[config.mk]
export PLATFORM = sky130hd
export DESIGN_NAME = sdram_word_bridge
export DESIGN_NICKNAME = d
export VERILOG_FILES = /design/src/rtl/sdram_bridge_pkg.sv /design/src/rtl/sdram_line_buffer.sv /design/src/rtl/sdram_word_bridge.sv
export SDC_FILE = /design/constraint.sdc
export NUM_CORES = 1
export LEC_CHECK = 0
export ABC_AREA = 1
export CORE_MARGIN = 5
export CORE_UTILIZATION = 25
export DETAILED_ROUTE_END_ITERATION = 10
export PLACE_DENSITY = 0.46
export SLEW_MARGIN = 20
export SYNTH_ARGS = -nofsm -noshare
export SYNTH_HDL_FRONTEND = slang
export SYNTH_HIERARCHICAL = 1
export SYNTH_SLANG_ARGS = --single-unit
[constraint.sdc]
create_clock -name clk -period 2.4 [get_ports clk]
set_input_delay 0.48 -clock clk [delete_from_list [all_inputs] [get_ports clk]]
set_output_delay 0.48 -clock clk [all_outputs]
set_load 0.02 [all_outputs]
[src/rtl/sdram_bridge_pkg.sv]
// sdram_bridge_pkg: shared state type, lane geometry and lane helpers for the SDRAM word bridge
package sdram_bridge_pkg;
  typedef enum logic [1:0] {IDLE, RD_WAIT, WR_WAIT} bridge_state_t;
  localparam int LANES = 4;
  localparam int LANE_W = 16;
  function automatic logic [2*LANES-1:0] lane_be(input logic [1:0] lane);
    return 8'b11 << {lane, 1'b0};
  endfunction
  function automatic logic [LANE_W-1:0] lane_word(input logic [LANES*LANE_W-1:0] line, input logic [1:0] lane);
    return line[lane*LANE_W +: LANE_W];
  endfunction
endpackage

[src/rtl/sdram_line_buffer.sv]
// sdram_line_buffer: one-line read buffer with hit lookup, fill, single-lane update and invalidate
module sdram_line_buffer
  import sdram_bridge_pkg::*;
#(
  parameter int TAG_W = 16
) (
  input  logic                     clk,
  input  logic                     reset,
  input  logic [TAG_W-1:0]         look_tag,
  input  logic [1:0]               look_lane,
  output logic                     hit,
  output logic [LANE_W-1:0]        look_word,
  input  logic                     fill,
  input  logic [LANES*LANE_W-1:0]  fill_data,
  input  logic                     upd,
  input  logic [1:0]               upd_lane,
  input  logic [LANE_W-1:0]        upd_word,
  input  logic [TAG_W-1:0]         wr_tag,
  input  logic                     inval
);
  logic                    valid;
  logic [TAG_W-1:0]        tag;
  logic [LANES*LANE_W-1:0] data;
  assign hit = valid && tag == look_tag && !inval;
  assign look_word = lane_word(data, look_lane);
  // a fill outranks a coincident invalidate so the freshly loaded line survives
  always_ff @(posedge clk or posedge reset)
    if (reset) begin
      valid <= 1'b0;
      tag <= '0;
      data <= '0;
    end else if (fill) begin
      valid <= 1'b1;
      tag <= wr_tag;
      data <= fill_data;
    end else begin
      if (inval) valid <= 1'b0;
      if (upd && valid && tag == wr_tag) data[upd_lane*LANE_W +: LANE_W] <= upd_word;
    end
endmodule

[src/rtl/sdram_word_bridge.sv]
// sdram_word_bridge: packs 16-bit CPU word accesses into 64-bit SDRAM line transactions
// with a one-line read buffer and write-through stores
module sdram_word_bridge
  import sdram_bridge_pkg::*;
#(
  parameter int CPU_ADDR_W   = 18,
  parameter int SDRAM_ADDR_W = 16
) (
  input  logic                     clk,
  input  logic                     reset,
  input  logic                     cpu_valid,
  input  logic                     cpu_we,
  input  logic [CPU_ADDR_W-1:0]    cpu_addr,
  input  logic [LANE_W-1:0]        cpu_wdata,
  input  logic                     inval,
  output logic                     cpu_ready,
  output logic                     cpu_rvalid,
  output logic [LANE_W-1:0]        cpu_rdata,
  output logic [SDRAM_ADDR_W-1:0]  sdram_address,
  output logic [2*LANES-1:0]       sdram_byte_enable,
  output logic                     sdram_read,
  output logic                     sdram_write,
  output logic [LANES*LANE_W-1:0]  sdram_write_data,
  input  logic                     sdram_acknowledge,
  input  logic [LANES*LANE_W-1:0]  sdram_read_data
);
  bridge_state_t           state, state_nx;
  logic [1:0]              lane;
  logic [SDRAM_ADDR_W-1:0] line;
  logic                    accept, ack_rd, ack_wr, hit;
  logic [LANE_W-1:0]       hit_word;
  assign line   = cpu_addr[CPU_ADDR_W-1:2];
  assign accept = cpu_valid && cpu_ready;
  assign ack_rd = state == RD_WAIT && sdram_acknowledge;
  assign ack_wr = state == WR_WAIT && sdram_acknowledge;
  sdram_line_buffer #(.TAG_W(SDRAM_ADDR_W)) u_buf (
    .clk       (clk),
    .reset     (reset),
    .look_tag  (line),
    .look_lane (cpu_addr[1:0]),
    .hit       (hit),
    .look_word (hit_word),
    .fill      (ack_rd),
    .fill_data (sdram_read_data),
    .upd       (ack_wr),
    .upd_lane  (lane),
    .upd_word  (sdram_write_data[LANE_W-1:0]),
    .wr_tag    (sdram_address),
    .inval     (inval)
  );
  always_ff @(posedge clk or posedge reset)
    if (reset) state <= IDLE;
    else state <= state_nx;
  always_comb
    state_nx = state == IDLE ? (accept ? (cpu_we ? WR_WAIT : hit ? IDLE : RD_WAIT) : IDLE)
                             : (sdram_acknowledge ? IDLE : state);
  always_comb cpu_ready = state == IDLE && !reset;
  // request registers are only loaded on acceptance, so they hold through the ack cycle
  always_ff @(posedge clk or posedge reset)
    if (reset) begin
      cpu_rvalid <= 1'b0;
      cpu_rdata <= '0;
      sdram_address <= '0;
      sdram_byte_enable <= '0;
      sdram_read <= 1'b0;
      sdram_write <= 1'b0;
      sdram_write_data <= '0;
      lane <= '0;
    end else begin
      cpu_rvalid <= 1'b0;
      if (accept && !cpu_we && hit) begin
        cpu_rvalid <= 1'b1;
        cpu_rdata <= hit_word;
      end
      if (accept && (cpu_we || !hit)) begin
        sdram_address <= line;
        lane <= cpu_addr[1:0];
        sdram_read <= !cpu_we;
        sdram_write <= cpu_we;
        sdram_byte_enable <= cpu_we ? lane_be(cpu_addr[1:0]) : 8'hFF;
      end
      if (accept && cpu_we) sdram_write_data <= {LANES{cpu_wdata}};
      if (ack_rd) begin
        sdram_read <= 1'b0;
        cpu_rvalid <= 1'b1;
        cpu_rdata <= lane_word(sdram_read_data, lane);
      end
      if (ack_wr) sdram_write <= 1'b0;
    end
endmodule

==> impl_metrics.json <==
{
  "post_cts_buffers": 0,
  "synth-seq-area-share_pct": 41.5,
  "cts.path.max_buffers": 2,
  "io_buffers": 211,
  "routed_via_density": 4.64,
  "area_growth_pct": 37.8,
  "cts_buffers": 17,
  "placement.cell_area_um2": 11100,
  "cts_resized": 0,
  "clk_latency_ns": 0.44,
  "switching_share_pct": 38.2,
  "syn-cell-area_um2": 8450,
  "tightestPinTransition_ns": 0.619,
  "drtPass1Iterations": 5,
  "die_x_um": 194,
  "drc": 0,
  "crit_arrival_ns": 1.76,
  "antenna_left": 0,
  "rsz0062_at_grt": "no",
  "synthTopCellsByCount": "nand2_1, nand3_1, dfrtp_1",
  "r2r_cells": 9,
  "grt_pass1_wl_mm": 51.7,
  "p_comb_share_pct": 37.2,
  "fmax_mhz": 446,
  "track_usage_pct": 17.4,
  "critPathRequiredTime_ns": 1.92,
  "h-tree-depth": 4,
  "io_pins": 212,
  "syn_avg_cell_area_um2": 7.06,
  "die_height_um": 194,
  "start_util_pct": 25.3,
  "synth.distinct_cells": 32,
  "place_congestion": 0.870,
  "hp-class": "reg2reg",
  "finalCriticalPeriod_ns": 2.24,
  "timing.rr.end": "u_buf/data[48]",
  "reg2reg_setup_slack_ns": 0.29,
  "grt-ovfl-total": 0,
  "async_flop_share_pct": 100,
  "final_nets": 1478,
  "outcome": "complete, no violations",
  "p_switching_mw": 3.65,
  "yosysTopAreaCell": "dfrtp_1",
  "antenna_found_initial": 2,
  "path_max_fanout": 2,
  "hpwl_mm": 25.4,
  "cts.reportedPaths.clkPinSlew_ns": 0.06,
  "min_period_over_period_pct": 93.4,
  "rows": 67,
  "r2r_start": "lane[0]",
  "grt_max_degree": 73,
  "setup_viol_count_final": 0,
  "num_vias": 8506,
  "synth.top_cell.area_share_pct": 41.5,
  "yosysMostFrequentCell": "nand2_1",
  "cts_tree": "built",
  "end_kind": "primary output",
  "hold_violations": 0,
  "drv_cap": 0,
  "dieArea_um2": 37600,
  "whs_path_depth": 2,
  "drive_gt1_share_pct": 8.83,
  "p_per_area_nw_per_um2": 820,
  "ys_warn_count": 6,
  "synth.area.top_cells": "dfrtp_1, nand2_1, nand3_1",
  "grt_pass1_vias": 8523,
  "wl_per_cell_um": 18.1,
  "p_total_mw": 9.55,
  "first_iter_violations": 727,
  "cts_sinks": 140,
  "path_class": "in2out",
  "finClkSkew_ns": 0.00943,
  "min_from": "u_buf/data[43]",
  "wl_mm": 33.2,
  "fin_hold_ws_ns": 0.500,
  "p_clk_share_pct": 28.1,
  "cts-root-buf": "clkbuf_16",
  "coreArea_um2": 33400,
  "ctsHoldBuffers": 0,
  "p_leak_nw": 5.48,
  "synth-main-ff-cell": "dfrtp_1",
  "vdd_drop_max_mv": 0.438,
  "drv_slew": 0,
  "synth_edf_count": 0,
  "holdPathEnd": "u_buf/data[43]",
  "syn_nets": 1305,
  "seq_power_share_pct": 34.7,
  "ys_ff_latch": 140,
  "synthCells": 1196,
  "intPower_mw": 5.90,
  "design_area_um2": 11600,
  "crit_path_start_kind": "input port",
  "relSlewSlack_pct": 58.6
}
[per-layer routing]
metal	routed length (µm)	GRT usage (%)
met2	14600	25.7
met5	0	0
met3	1790	3.23
met1	16300	26.0
met4	503	4.69
[critical path, stage by stage]
cell and delay [ns]:
clkdlybuf4s50_1 0.47, nor3_4 0.14, clkdlybuf4s50_1 0.66
[through the flow]
stage | utilization (%) | setup TNS [ns] | setup WS [ns] | cells
after floorplan | - | 0 | 0.209 | 1196
after global placement | 33.1 | -2.60 | -0.100 | 1798
final | 34.8 | 0 | 0.158 | 1832
after detailed placement | 33.1 | -2.18 | -0.0890 | 1798
after global routing | 34.8 | 0 | 0.109 | 1832
after CTS | 34.8 | 0 | 0.121 | 1830
[worst max-delay path by stage]
stage | from | end
6_report | reset | cpu_ready
5_1_grt | reset | cpu_ready
4_1_cts | reset | cpu_ready
3_5_place_dp | sdram_acknowledge | u_buf/data[29]
3_3_place_gp | sdram_acknowledge | u_buf/data[29]
2_1_floorplan | lane[0] | u_buf/data[50]
[power groups by stage]
stage | clock network, mW | logic (mW) | registers [mW]
2_1_floorplan | 0 | 1.92 | 3.47
3_3_place_gp | 0 | 3.56 | 3.36
3_5_place_dp | 0 | 3.55 | 3.36
4_1_cts | 2.75 | 3.57 | 3.32
5_1_grt | 2.83 | 3.86 | 3.40
6_report | 2.69 | 3.55 | 3.31
[flip-flops by register name (all words and copies together), names as in the netlist]
signal / cells
sdram_address: 16
cpu_rvalid: 1
sdram_byte_enable: 4
sdram_read: 1
u_buf/valid: 1
sdram_write_data: 16
lane: 2
state: 2
sdram_write: 1
cpu_rdata: 16
u_buf/tag: 16
u_buf/data: 64
[area by class of cell]
class | count | area (µm²)
clock buffers | 19 | 443
repair buffers | 272 | 2760
fillers | 3571 | 21800
clock inverters | 13 | 141
flip-flops and latches | 140 | 3500
inverters | 65 | 249
diodes | 2 | 5.00
multi-input cells | 873 | 3990
well taps | 448 | 561
[kinds of logic after synthesis]
family	count (synthesis)	share of synthesized area (%)
adder cells (fa/ha/maj)	5	0.740
XOR/XNOR	7	0.726
buffers and inverters	183	11.4
flip-flops	140	41.5
AO/OA/AOI/OAI	156	10.2
AND/OR/NAND/NOR	705	35.6
[cell usage in the layout, fill, tap and decap left out, types with 5 or more instances in the layout]
master             n
a21oi_1            6
buf_12            15
buf_4             46
clkbuf_16         17
clkdlybuf4s50_1  211
clkinv_2           5
clkinv_4           5
dfrtp_1          139
ha_1               5
inv_1             52
inv_2             11
nand2_1          491
nand2_4            5
nand3_1          148
nand3_4            6
nor2_1            45
o21ai_0          102
o21ai_1            9
o22ai_1           19
o31ai_1           16
xor2_1             5
Note: power is estimated with default switching activity, not from simulation.
==> patch: new RTL, config.mk and constraints unchanged <==
Set the package constant `LANE_W` to 32 (it was 16).
--- a/src/rtl/sdram_bridge_pkg.sv
+++ b/src/rtl/sdram_bridge_pkg.sv
@@ -2,7 +2,7 @@
 package sdram_bridge_pkg;
   typedef enum logic [1:0] {IDLE, RD_WAIT, WR_WAIT} bridge_state_t;
   localparam int LANES = 4;
-  localparam int LANE_W = 16;
+  localparam int LANE_W = 32;
   function automatic logic [2*LANES-1:0] lane_be(input logic [1:0] lane);
     return 8'b11 << {lane, 1'b0};
   endfunction
Ports: changed (resized cpu_rdata, cpu_wdata, sdram_read_data and sdram_write_data); port bits go from 212 to 372. No check against the original RTL was run, so the function may have changed too.
==> patch against the unedited design <==
Final area up 71%. Largest cell class unchanged. Core utilization down 0.27 points. Wire length up 87%. Area after synthesis up 72%. Sequential cell count up 96. Clock skew up 3.7 ps. Setup slack better by 91 ps. Total power up 75%.
==> patch: results (changes against the unedited design) <==
Synth Area in Compound Gates=0.1135 (+0.01196); Crit path arrival time=2580 ps (+820 ps); leakage=0.009285 uW (+70%); Post-Synth Adder-Cell Area=0.004301 (-0.003103); Post-Synth XOR/XNOR Area=0.003613 (-0.003643); Worst slew margin=0.6091 (+0.02284); Clk Latency, worst-skew pair=540 ps (+100 ps); Synth Net Count=2250 (+72%); layout cells sized above 1=0.08026 (-0.008020); largest buffer count on any clock path=3 (+1); I/O Buffers=371 (+76%); Worst-Margin Slew=585.6 ps (-33.81 ps); dpl hpwl=43320 um (+70%); H-tree depth=2 (-2); vias in the first global route=15262 (+79%); Synth area leaders=dfrtp_1 41%, nand2_1 22%, nand3_1 9.0%; first-pass GRT wire length=93500 um (+81%); drt wl/cell=20.02 um (+10%); Num CTS Buffers=34 (+17); Commonest cells post-synth=851 x nand2_1, 262 x nand3_1, 236 x dfrtp_1; slowest cell on the critical path=a221oi_1; gpl congestion=0.8105 (-6.9%); status=completed; reg2reg start=u_buf/tag[10]; pin count of the biggest net entering global routing=92 (+26%); Max rail drop VDD=365.2 uV (-17%); FILL cells=6130 (+72%); GR Util All Layers=0.1899 (+0.01609); Layout Skew=13.18 ps (+3.745 ps); Vias/cell=4.794 (+3.2%); Initial DRT Pass Iterations=5 (unchanged); initial antenna violation count=3 (+1); fin nets=2498 (+69%); internal reg-to-reg setup slack=250 ps (-40 ps); slowest stage delay, CP=440 ps (-220 ps); Hold Path Class=in2async; synth unique cells=34 (+6.3%); DRT iter0 DRCs=909 (+25%); cell family contributing the most delay on the critical path=simple AND/OR/NAND/NOR gates
## patch: through the flow
stage / setup WS [ps] / hold slack, ps / instance area, um^2 / cells / TNS (ps)
global route: 8.984 / 454.7 / 19940 / 3096 / 0
finish: 249.0 / 446.9 / 19940 / 3096 / 0
detailed placement: -345.5 / 488.4 / 18850 / 3038 / -24750
CTS: 179.5 / 420.1 / 19930 / 3095 / 0
global placement: -343.2 / 483.2 / 18850 / 3038 / -25600
floorplan: -266.3 / 470.3 / 14580 / 2061 / -13770
## patch: report_power, final
group	leakage [uW]	switching (uW)	internal [uW]
clock	0.000534	1970	3030
sequential	0.00314	626	4690
combinational	0.00561	3790	2630
total	0.00929	6390	10300
## patch: layout make-up
type	count	area share
antenna	1	0.0001255
clock buffer	45	0.04832
clock inverter	12	0.005962
inverter	83	0.01651
multi-input combinational	1494	0.3434
sequential	236	0.2965
tap	765	0.04801
timing repair buffer	460	0.2412
## patch: how the worst max path moves through the flow
stage                              from             to  depth (start not counted)
after detailed placement   cpu_addr[12]  cpu_rdata[18]                         11
after global routing      u_buf/tag[10]  cpu_rdata[18]                         11
after global placement     cpu_addr[12]  cpu_rdata[10]                         11
final                     u_buf/tag[10]  cpu_rdata[14]                         11
after CTS                 u_buf/tag[10]   cpu_rdata[6]                         11
after floorplan                   reset       state[1]                          6
## patch: timing repair
item,in CTS,in global routing
setup endpoints to repair,1,0
hold buffers,0,0
resized for setup,1,0
## patch: metal layers
layer,vias to the layer above,share of wire,track usage,wire length [um]
met4,4,0.024,0.05208,1467
met1,7117,0.45,0.2545,27870
met5,-,0.00037,0,23
met2,475,0.47,0.3142,29000
li1,7156,-,-,-
met3,89,0.058,0.03786,3614
## patch: worst min-delay path, delay by kind of cell
family                 cells  cell delay (ps)
buffers and inverters      3              860
